File: config.mk
export PLATFORM = sky130hd
export DESIGN_NAME = sap2_ram_loader
export DESIGN_NICKNAME = d
export VERILOG_FILES = /design/src/rtl/sap2_pkg.sv /design/src/rtl/sap2_addr_ctr.sv /design/src/rtl/sap2_ram_loader.sv
export SDC_FILE = /design/constraint.sdc
export NUM_CORES = 1
export LEC_CHECK = 0
export ABC_AREA = 1
export CAP_MARGIN = 20
export CORE_ASPECT_RATIO = 0.75
export CORE_MARGIN = 4
export CORE_UTILIZATION = 50
export DETAILED_ROUTE_END_ITERATION = 8
export PLACE_DENSITY = 0.88
export SYNTH_ARGS = -nofsm -noshare
export SYNTH_HDL_FRONTEND = slang
export SYNTH_HIERARCHICAL = 1
export SYNTH_SLANG_ARGS = --single-unit
File: constraint.sdc
create_clock -name clk -period 2 [get_ports clk]
set_input_delay 0.4 -clock clk [delete_from_list [all_inputs] [get_ports clk]]
set_output_delay 0.4 -clock clk [all_outputs]
set_load 0.01 [all_outputs]
File: src/rtl/sap2_pkg.sv
// Shared definitions for the sap2_mini program-RAM loader: default widths,
// controller state encoding and the idle levels of the RAM strobes.
package sap2_pkg;

    localparam int unsigned AW_DEF = 8;
    localparam int unsigned DW_DEF = 12;

    typedef enum logic [2:0] {
        StIdle,
        StWrite,
        StFlush,
        StRdAddr,
        StRdLast,
        StCheck,
        StFin
    } state_e;

    // RAM strobe levels while the loader does not own the RAM
    localparam logic MEM_PROG_IDLE = 1'b1;  // active-low program strobe
    localparam logic MEM_WE_IDLE   = 1'b0;
    localparam logic MEM_CE_IDLE   = 1'b0;

endpackage

File: src/rtl/sap2_addr_ctr.sv
// Loadable wrapping address counter with a remaining-word down-counter.
// Shared by the write pass and the verify read pass of the loader.
module sap2_addr_ctr #(
    parameter int unsigned AW = 8
) (
    input  logic          clk_i,
    input  logic          clr_ni,
    input  logic          load_i,
    input  logic [AW-1:0] load_addr_i,
    input  logic [AW:0]   load_cnt_i,
    input  logic          step_i,
    output logic [AW-1:0] addr_o,
    output logic          last_o,
    output logic          empty_o
);

    logic [AW-1:0] addr_q, addr_d;
    logic [AW:0]   rem_q, rem_d;

    // Load has priority over step; address wraps modulo 2^AW
    always_comb begin
        addr_d = addr_q;
        rem_d  = rem_q;
        if (load_i) begin
            addr_d = load_addr_i;
            rem_d  = load_cnt_i;
        end else if (step_i) begin
            addr_d = addr_q + AW'(1);
            rem_d  = rem_q - (AW+1)'(1);
        end
    end

    // Counter state, synchronous active-low clear
    always_ff @(posedge clk_i) begin
        if (!clr_ni) begin
            addr_q <= '0;
            rem_q  <= '0;
        end else begin
            addr_q <= addr_d;
            rem_q  <= rem_d;
        end
    end

    assign addr_o  = addr_q;
    assign last_o  = (rem_q == (AW+1)'(1));
    assign empty_o = (rem_q == '0);

endmodule

File: src/rtl/sap2_ram_loader.sv
// Streams words into consecutive program-RAM addresses, keeps a running
// checksum and optionally reads the range back to verify it.
module sap2_ram_loader
    import sap2_pkg::*;
#(
    parameter int unsigned AW = AW_DEF,
    parameter int unsigned DW = DW_DEF
) (
    input  logic          clk,
    input  logic          clr_n,
    input  logic          start,
    input  logic [AW-1:0] base,
    input  logic [AW-1:0] count,
    input  logic          verify,
    input  logic          in_valid,
    input  logic [DW-1:0] in_data,
    output logic          in_ready,
    output logic          mem_prog,
    output logic          mem_we,
    output logic          mem_ce,
    output logic [AW-1:0] mem_a,
    output logic [DW-1:0] mem_d,
    input  logic [DW-1:0] mem_out,
    output logic          busy,
    output logic          done,
    output logic          err,
    output logic [DW-1:0] csum
);

    state_e        state_q;
    logic [AW-1:0] base_q;
    logic [AW:0]   cnt_q;
    logic          verify_q;
    logic [DW-1:0] csum_q, rsum_q;
    logic          rd_v1_q, rd_v2_q;  // read address issued / read data valid
    logic          in_ready_q, busy_q, done_q, err_q;
    logic          mem_prog_q, mem_we_q, mem_ce_q;
    logic [AW-1:0] mem_a_q;
    logic [DW-1:0] mem_d_q;

    logic [AW:0]   cnt_eff;
    logic          hs;
    logic          ctr_load, ctr_step, ctr_last, ctr_empty;
    logic [AW-1:0] ctr_load_addr, ctr_addr;
    logic [AW:0]   ctr_load_cnt;

    // count of zero stands for a full 2^AW-word load
    assign cnt_eff = (count == '0) ? {1'b1, {AW{1'b0}}} : {1'b0, count};
    assign hs      = in_valid & in_ready_q;

    // Counter control: write pass loads on start, read pass loads on leaving FLUSH
    always_comb begin
        ctr_load      = 1'b0;
        ctr_step      = 1'b0;
        ctr_load_addr = base;
        ctr_load_cnt  = cnt_eff;
        unique case (state_q)
            StIdle:   ctr_load = start;
            StWrite:  ctr_step = hs;
            StFlush: begin
                // base itself is issued directly on the FLUSH exit edge
                ctr_load      = 1'b1;
                ctr_load_addr = base_q + AW'(1);
                ctr_load_cnt  = cnt_q - (AW+1)'(1);
            end
            StRdAddr: ctr_step = ~ctr_empty;
            default:  ;
        endcase
    end

    sap2_addr_ctr #(
        .AW (AW)
    ) u_addr_ctr (
        .clk_i       (clk),
        .clr_ni      (clr_n),
        .load_i      (ctr_load),
        .load_addr_i (ctr_load_addr),
        .load_cnt_i  (ctr_load_cnt),
        .step_i      (ctr_step),
        .addr_o      (ctr_addr),
        .last_o      (ctr_last),
        .empty_o     (ctr_empty)
    );

    // Controller FSM with registered RAM strobes and status outputs
    always_ff @(posedge clk) begin
        if (!clr_n) begin
            state_q    <= StIdle;
            base_q     <= '0;
            cnt_q      <= '0;
            verify_q   <= 1'b0;
            csum_q     <= '0;
            rsum_q     <= '0;
            rd_v1_q    <= 1'b0;
            rd_v2_q    <= 1'b0;
            in_ready_q <= 1'b0;
            busy_q     <= 1'b0;
            done_q     <= 1'b0;
            err_q      <= 1'b0;
            mem_prog_q <= MEM_PROG_IDLE;
            mem_we_q   <= MEM_WE_IDLE;
            mem_ce_q   <= MEM_CE_IDLE;
            mem_a_q    <= '0;
            mem_d_q    <= '0;
        end else begin
            done_q <= 1'b0;
            unique case (state_q)
                StIdle: begin
                    if (start) begin
                        base_q     <= base;
                        cnt_q      <= cnt_eff;
                        verify_q   <= verify;
                        csum_q     <= '0;
                        rsum_q     <= '0;
                        err_q      <= 1'b0;
                        busy_q     <= 1'b1;
                        in_ready_q <= 1'b1;
                        mem_prog_q <= 1'b0;
                        state_q    <= StWrite;
                    end
                end
                StWrite: begin
                    mem_we_q <= hs;
                    if (hs) begin
                        mem_a_q <= ctr_addr;
                        mem_d_q <= in_data;
                        csum_q  <= csum_q + in_data;
                        if (ctr_last) begin
                            in_ready_q <= 1'b0;
                            state_q    <= StFlush;
                        end
                    end
                end
                StFlush: begin
                    mem_we_q   <= MEM_WE_IDLE;
                    mem_d_q    <= '0;
                    mem_prog_q <= MEM_PROG_IDLE;
                    if (verify_q) begin
                        mem_ce_q <= 1'b1;
                        mem_a_q  <= base_q;
                        rd_v1_q  <= 1'b1;
                        state_q  <= StRdAddr;
                    end else begin
                        mem_a_q <= '0;
                        state_q <= StFin;
                    end
                end
                StRdAddr: begin
                    if (ctr_empty) begin
                        rd_v1_q <= 1'b0;
                        state_q <= StRdLast;
                    end else begin
                        mem_a_q <= ctr_addr;
                    end
                end
                StRdLast: begin
                    mem_ce_q <= MEM_CE_IDLE;
                    mem_a_q  <= '0;
                    state_q  <= StCheck;
                end
                StCheck: begin
                    if (rsum_q == csum_q) begin
                        state_q <= StFin;
                    end else begin
                        err_q   <= 1'b1;
                        busy_q  <= 1'b0;
                        state_q <= StIdle;
                    end
                end
                StFin: begin
                    done_q     <= 1'b1;
                    busy_q     <= 1'b0;
                    mem_prog_q <= MEM_PROG_IDLE;
                    mem_we_q   <= MEM_WE_IDLE;
                    mem_ce_q   <= MEM_CE_IDLE;
                    mem_a_q    <= '0;
                    mem_d_q    <= '0;
                    state_q    <= StIdle;
                end
                default: state_q <= StIdle;
            endcase
            // Registered RAM read: data is valid the cycle after its address was sampled
            rd_v2_q <= rd_v1_q;
            if (rd_v2_q) begin
                rsum_q <= rsum_q + mem_out;
            end
        end
    end

    assign in_ready = in_ready_q;
    assign busy     = busy_q;
    assign done     = done_q;
    assign err      = err_q;
    assign csum     = csum_q;
    assign mem_prog = mem_prog_q;
    assign mem_we   = mem_we_q;
    assign mem_ce   = mem_ce_q;
    assign mem_a    = mem_a_q;
    assign mem_d    = mem_d_q;

endmodule
; ---- Yosys cells after proc, flatten, opt, wreduce, memory -nomap -nowiden
; Index checks and enable logic that the tools add are counted.
[op_classes]
n_reduce_logical = 28
bitwise_logic = 2
n_addsub = 6
n_eq_ne = 15
mux = 43
[ops]
columns = operator, n
row1 = two-way mux 12 bit, 5
row2 = two-way mux 8 bit, 6
row3 = one-hot mux 12 bit (2 select lines), 2
row4 = two-way mux 9 bit, 4
row5 = one-hot mux 8 bit (4 select lines), 1
row6 = adder 12 bit, 2
row7 = two-way mux 3 bit, 6
row8 = one-hot mux 3 bit (6 select lines), 1
row9 = nonzero test 2 bit, 9
row10 = subtractor 9 x 1 -> 9 bit (second input constant), 2
row11 = adder 8 x 1 -> 8 bit (second input constant), 2
row12 = one-hot mux 1 bit (2 select lines), 8
row13 = AND reduction 3 bit, 5
row14 = inequality test 2 bit (second input constant), 7
row15 = == test 12 bit, 1
row16 = AND reduction 2 bit, 5
row17 = == test 3 bit (second input constant), 3
row18 = == test 9 x 1 -> 1 bit (second input constant), 1
row19 = zero test 9 bit, 1
row20 = two-way mux 1 bit, 9
row21 = zero test 8 bit, 1
row22 = AND reduction 4 bit, 2
row23 = == test 3 x 2 -> 1 bit (second input constant), 2
row24 = nonzero test 4 bit, 1
row25 = 7 further kinds, 8
[totals]
inputBits = 45
regBits = 91
output_inout_bits = 39
word_cells = 113

; ---- Logic depth before layout (Yosys ltp)
; Gate-level depths: netlist of the first run.
[logic_depth]
word_depth = 5
depth_mapped = 16
depth_no_buf = 16

; ---- Hierarchy
; The synthesis of the first run kept the hierarchy.
[by_module_without_submodules]
columns = mod, instances, cells_per_inst, area_per_inst_um2
row1 = sap2_ram_loader, 1, 742, 4704.5
row2 = sap2_addr_ctr, 1, 150, 1029.7

; ---- Worst setup path before layout of the first run
; Ideal clock, no wire load.
[synth_timing]
kind = reg-to-reg
startpoint = register u_addr_ctr.rem_q[0]
endpoint = register u_addr_ctr.rem_q[8]
setup_slack_ns = 0.070
required_time_ns = 1.869
path_buffers = 0
arrival_ns = 1.799
path_stages_with_launch = 15
cell_sequence = dfxtp_1 inv_1 ha_1 nand2_2 nor2_1 nand2_1 inv_1 nor2_1 inv_1 o21ai_0 inv_1 nand2_2 inv_4 a22oi_1 a21oi_2
[synth_via]
elab_chain_cells = 4
word_cells_on_any_way = 7
[synth_rtl]
columns = item, line
row1 = from (decl), sap2_addr_ctr.sv:18  ; logic [AW:0] rem_q, rem_d;
row2 = from (signal assigned), sap2_addr_ctr.sv:40  ; rem_q <= rem_d;
row3 = zero test 9 bit, sap2_addr_ctr.sv:46  ; assign empty_o = (rem_q == '0);
row4 = via ctr_empty, sap2_ram_loader.sv:43  ; logic ctr_load, ctr_step, ctr_last, ctr_empty;
row5 = NOT 1 bit, sap2_ram_loader.sv:66  ; StRdAddr: ctr_step = ~ctr_empty;
row6 = one-hot mux 1 bit (2 select lines), sap2_ram_loader.sv:57  ; unique case (state_q)
row7 = via ctr_step, sap2_ram_loader.sv:43
row8 = nonzero test 2 bit (no line), n/a
; The timed path passes the listed nets, and every way through them passes these cells. The select of a mux whose other input is x is not followed.
; A chain may end at the register's enable or synchronous reset.

; ---- Final worst setup path of the first run
[layout_timing]
startpoint = input mem_out[0]
endpoint = register rsum_q[6]
[layout_via]
elab_chain_cells = 2
[layout_rtl]
columns = item, line
row1 = from (decl), sap2_ram_loader.sv:23  ; input logic [DW-1:0] mem_out,
row2 = adder 12 bit, sap2_ram_loader.sv:185  ; rsum_q <= rsum_q + mem_out;
row3 = two-way mux 12 bit, sap2_ram_loader.sv:184  ; if (rd_v2_q) begin
row4 = to (signal assigned), sap2_ram_loader.sv:185
row5 = to (decl), sap2_ram_loader.sv:34  ; logic [DW-1:0] csum_q, rsum_q;
; Every way passes these cells.

==> flow_metrics.tcl, run 1 <==
set metrics [dict create \
    n_fill_cell 1001 \
    final_cell_mix "nand2_1 (245), inv_1 (110), a21oi_1 (91)" \
    setup_viol 0 \
    cap_violations 0 \
    worstPathMaxFanout 4 \
    fmax_ghz 0.5245 \
    die_w_microns 131.7 \
    tritoncts "built" \
    cts_buffer_depth 2 \
    worstPathRequired_ps 2280 \
    start_util_pct 51.82 \
    ir_worst_vdd_uv 633.2 \
    start_kind "input port" \
    cp.arrival_ps 2190 \
    overflow 0 \
    fin_ws_ps 93.25 \
    drtIter0Drc 555 \
    clk_latency_ps 350 \
    pre_cts_slack_ps -283.3 \
    grt_start_max_net_pins 50 \
    slew_violations 0 \
    cts_hold_buf 0 \
    worst_pin_slew_ps 475.3 \
    post-route-util_pct 66.28 \
    n_antenna_cell 0 \
    drive_gt1_share_pct 10.43 \
    grt_pass1_wl_microns 25990 \
    vias 6151 \
    yosys_warnings 6 \
    nets 1076 \
    syn_area_sq_um 5734 \
    die_h_microns 100.7 \
    grt_pass1_vias 5535 \
    drt_pass1_iterations 6 \
    via_per_inst 5.363 \
    hold_viol 0 \
    cts_buffers 9 \
    relSlewSlack_pct 68.28 \
    hp-class "reg -> reg" \
    synth.avg_cell_area_sq_um 6.429 \
    yosysUniqueCellTypes 40 \
    rsz0062_at_grt "false" \
    syn-instance-count 892 \
    async_flop_share_pct 0 \
    core_sq_um 11070 \
    ys_seq_area_share_pct 31.77 \
    synth_edf_count 0 \
    hold_ws_ps 445.0 \
    cts_sinks 91 \
    period_share_pct 95.34 \
    power.total_mw 7.103 \
    grt_use_total_pct 23.80 \
    path_class "in -> reg" \
    rows 33 \
    period_minus_slack_ps 1907 \
    tns_ps 0 \
    leakage_nw 3.288 \
    dpl.hpwl_microns 12060 \
    synth_fp_nets 966 \
    synth_flop_cell "dfxtp_1" \
    endpoint_kind "flip-flop" \
    layout_commonest_cell "nand2_1" \
    cts.clk_slew.worst_paths_ps 60 \
    port_buffers 83 \
    io_pins 84 \
    outcome "complete, no violations" \
    area_delta_synth_final_pct 27.91 \
    antenna_found_initial 0 \
    synth-seq-cells 91 \
    die_area_sq_um 13260 \
    drcViolationCount 0 \
    wl_per_cell_microns 13.90 \
    cts_root_buf "clkbuf_16" \
    routabilityCongestion 0.9537 \
    fin_skew_ps 5.474 \
    routed_wirelength_microns 15940 \
    drtAntennaViolNets 0 \
    pwr_density_cell_nw_per_um2 968.4 \
    h-tree-depth 3 \
]
## synth_stat cells (all sizes together) (8+ instances only)
cell,instances,area [sq um]
xor2,8,70.07
nand2,251,962.2
dfxtp,91,1822
o21ai,63,315.3
a21oi,95,483.0
xnor2,9,78.83
nor2,64,275.3
nand3,81,415.4
buf,11,68.82
clkbuf,17,63.81
inv,121,456.7
nand4,13,81.33
ha,27,337.8
## state kept, by name, summed over array words and instances, names as in the netlist, 3 cells and up
signal,flops
base_q,8
rsum_q,12
mem_d,12
u_addr_ctr/addr_o,8
cnt_q,9
u_addr_ctr/rem_q,9
csum,12
state_q,3
mem_a,8
## kinds of logic (layout without fill, tap and decap cells)
kind of cell,count (synthesis),in the layout,share of synthesized area [%]
simple gates,425,425,32.01
compound gates,181,181,16.76
xor+xnor,17,17,2.597
buf+inv,149,264,10.28
fa+ha+maj,29,29,6.590
flops,91,91,31.77
## worst max-delay path, stage by stage
cell and delay, ps:
clkdlybuf4s50_1 430, ha_1 240, fa_1 410, nand3_1 110
nand3_2 120, a21oi_2 160, or2_2 120, nand3_1 60
a21oi_1 130
## where the power goes
part | internal, mW | switching, mW | leakage (nW)
clock network | 0.945 | 0.716 | 0.142
registers | 2.15 | 0.304 | 0.743
logic | 1.27 | 1.72 | 2.40
## metrics by stage
step / cells / cell area [sq um]
floorplan: 892 / 5734
global placement: 1131 / 6988
detailed placement: 1131 / 6988
CTS: 1147 / 7282
global route: 1147 / 7335
finish: 1147 / 7335
## area by class of cell
class	count	area (sq um)	area share (%)
Multi-Input combinational cell	652	3377	46.04
Inverter	121	456.7	6.227
Clock inverter	3	21.27	0.2900
Clock buffer	13	270.3	3.685
Sequential cell	91	1823	24.86
Tap cell	140	175.2	2.388
Timing Repair Buffer	127	1211	16.51
## per-layer routing
metal	up-vias	routed length, microns	global-route usage, %
met5	-	0	0
met4	0	210	7.264
met3	21	1309	5.339
met2	216	6936	37.03
met1	2793	7481	33.21
li1	3121	-	-
## timing repair
item	4_1_cts	5_1_grt
setup buffers	0	0
endpoints found under the setup margin	3	19
resized for setup	1	16
pin swaps	0	3
## final timing paths
check	end	startpoint	slack (ps)	cells past startpoint
worst max-delay path	rsum_q[6]	mem_out[0]	90	9
worst min-delay path	mem_a[1]	mem_a[1]	440	2
worst max register to register	u_addr_ctr/rem_q[7]	state_q[0]	160	12
worst min register to register	mem_a[1]	mem_a[1]	440	2
(Power assumes the default switching activity.)
==> run 2, diff against run 1 <==
--- a/config.mk
+++ b/config.mk
@@ -10,9 +10,9 @@
 export CORE_ASPECT_RATIO = 0.75
 export CORE_MARGIN = 4
 export CORE_UTILIZATION = 50
+export CTS_BUF_LIST = sky130_fd_sc_hd__clkbuf_8 sky130_fd_sc_hd__clkbuf_16
 export DETAILED_ROUTE_END_ITERATION = 8
 export PLACE_DENSITY = 0.88
 export SYNTH_ARGS = -nofsm -noshare
 export SYNTH_HDL_FRONTEND = slang
-export SYNTH_HIERARCHICAL = 1
 export SYNTH_SLANG_ARGS = --single-unit
==> constraint.sdc (replaced) <==
create_clock -name clk -period 2 [get_ports clk]
set_input_delay 0.6 -clock clk [delete_from_list [all_inputs] [get_ports clk]]
set_output_delay 0.6 -clock clk [all_outputs]
set_load 0.01 [all_outputs]
==> run 2 against run 1 <==
Compared with the run above:
- the flow now finishes with violations (negative setup slack)
- worst hold slack gained 14 ps
- via count grew 1.6%
- critical endpoint is now csum[10]
- routed wire length up 4.2%
- largest power group unchanged
- non-clock buffer count is 7 higher
- flip-flop and latch count unchanged
- cell count increased by 1.5%
- synthesized cell count is 0.78% higher
- critical path depth up 1
==> flow_metrics.tcl, run 2 <==
set metrics [dict create \
    outcome "finished, violations left" \
    violations "negative setup slack" \
    tritoncts "built" \
    maxUsedRoutingLayer "met4" \
    drt_pass1_iterations 5 \
    relSlewSlack_pct 64.76 \
    wl_per_cell_microns 14.27 \
    n_antenna_cell 0 \
    cts_root_buf "clkbuf_16" \
    synth_area_leaders "dfxtp_1 (32%), nand2_1 (13%), nand3_1 (8.0%)" \
    grt_pass1_vias 5503 \
    overflow 0 \
    clk_latency_ps 350 \
    hold_viol 0 \
    synth_flop_cell "dfxtp_1" \
    syn-instance-count 899 \
    die_h_microns 100.7 \
    port_buffers 83 \
    period_minus_slack_ps 2054 \
    cts_buffers 9 \
    syn_area_sq_um 5725 \
    synth-seq-cells 91 \
    synth_top_area_share_pct 31.82 \
    nets 1093 \
    via_per_inst 5.368 \
    route.met2.wl_microns 7146 \
    core_sq_um 11070 \
    vias 6248 \
    area_delta_synth_final_pct 31.14 \
    path_class "in -> reg" \
    hp-class "reg -> reg" \
    routed_wirelength_microns 16610 \
    grt_use_total_pct 23.82 \
    finalNonFillerCells 1164 \
    rows 33 \
    fin_skew_ps 8.595 \
    drtIter0Drc 607 \
    endpoint_kind "flip-flop" \
    h-tree-depth 3 \
    synth.avg_cell_area_sq_um 6.369 \
    final_cell_mix "nand2_1 (199), nor2_1 (113), inv_1 (107)" \
    ir_worst_vdd_uv 541.2 \
    grt_pass1_wl_microns 26240 \
    drcViolationCount 0 \
    drtAntennaViolNets 0 \
    cts_buffer_depth 2 \
    dr_wl_met3_microns 1309 \
    synth_fp_nets 973 \
    pwr_density_cell_nw_per_um2 1056 \
    synth_edf_count 0 \
    worstPathMaxFanout 5 \
    dpl.hpwl_microns 12220 \
    antenna_found_initial 0 \
    ys_seq_area_share_pct 31.82 \
    dp_cells 1148 \
    cp.arrival_ps 2280 \
    postCtsSetupBuffers 0 \
    start_kind "input port" \
    cts.clk_slew.worst_paths_ps 70 \
    wl_met1_microns 7952 \
    start_util_pct 51.74 \
    synth_top_cell_by_area "dfxtp_1" \
    synthTopCellsByCount "nand2_1 (200), nor2_1 (113), inv_1 (106), dfxtp_1 (91), nand3_1 (91)" \
    synth.most_common_cell "nand2_1" \
    die_area_sq_um 13240 \
    fin_ws_ps -53.85 \
    worst_pin_slew_ps 528.0 \
    slew_violations 0 \
    async_flop_share_pct 0 \
    grt_start_max_net_pins 35 \
    cts_hold_buf 0 \
    layout_commonest_cell "nand2_1" \
    post-route-util_pct 67.85 \
    period_share_pct 102.7 \
    setup_viol 1 \
    drive_gt1_share_pct 12.40 \
    io_pins 84 \
    yosysUniqueCellTypes 32 \
    worstPathRequired_ps 2230 \
    die_w_microns 131.6 \
    yosys_warnings 0 \
    cap_violations 0 \
    cts_sinks 91 \
    fmax_ghz 0.4869 \
    leakage_nw 3.392 \
    routabilityCongestion 0.9345 \
]
[run 2: per-layer routing]
metal | vias up | global-route usage (%)
li1 | 3183 | -
met1 | 2783 | 34.48
met2 | 255 | 35.84
met3 | 27 | 5.938
met4 | 0 | 5.650
met5 | - | 0
[run 2: critical path: stages]
cell and delay, ps:
clkdlybuf4s50_1 480, ha_4 330, buf_4 120, nand2_1 80, nor2_1 170, nand3_1 180
nand3_1 150, nand2_1 60, nand3_1 60, a21oi_1 60
[run 2: power by group]
| part | internal (mW) | total (mW) | switching (mW) | leakage (nW) |
|---|---|---|---|---|
| Combinational | 1.52 | 3.57 | 2.05 | 2.50 |
| Clock | 0.979 | 1.74 | 0.761 | 0.149 |
| Sequential | 2.23 | 2.61 | 0.389 | 0.748 |
| Total | 4.73 | 7.93 | 3.20 | 3.39 |
[run 2: cells by family after synthesis]
kind of cell	Yosys count	share of synthesized area, %
fa+ha+maj	29	6.600
flops	91	31.82
xor+xnor	15	2.295
buf+inv	143	9.943
simple gates	440	32.95
compound gates	181	16.39
[run 2: what timing repair did]
item | CTS | global route
setup endpoints to repair | 8 | 20
resized for setup | 7 | 33
pin swaps | 0 | 2
[run 2: area by class of cell]
type / instances / area (sq um)
Fill cell: 937 / 3557
Clock inverter: 7 / 78.83
Clock buffer: 9 / 225.2
Tap cell: 140 / 175.2
Timing Repair Buffer: 134 / 1259
Inverter: 118 / 442.9
Sequential cell: 91 / 1833
Multi-Input combinational cell: 665 / 3495
[run 2: path summary, 6_finish.rpt]
path,end,start,slack [ps],cells past startpoint
max,csum[10],in_data[2],-50,10
min,mem_prog,mem_prog,460,2
max reg2reg,u_addr_ctr.addr_o[4],u_addr_ctr.rem_q[0],160,10
min reg2reg,mem_prog,mem_prog,460,2
[run 2: stage by stage]
| step | power (mW) | hold slack, ps | setup WS [ps] | area (sq um) | setup TNS [ps] |
|---|---|---|---|---|---|
| floorplan | 4.798 | 405.4 | 86.56 | 5725 | 0 |
| global placement | 5.915 | 439.8 | -429.0 | 7025 | -5006 |
| detailed placement | 6.014 | 447.1 | -495.5 | 7025 | -5897 |
| CTS | 7.768 | 457.5 | -58.24 | 7352 | -58.24 |
| global route | 8.473 | 481.9 | -74.16 | 7508 | -97.05 |
| finish | 7.928 | 458.6 | -53.85 | 7508 | -53.85 |
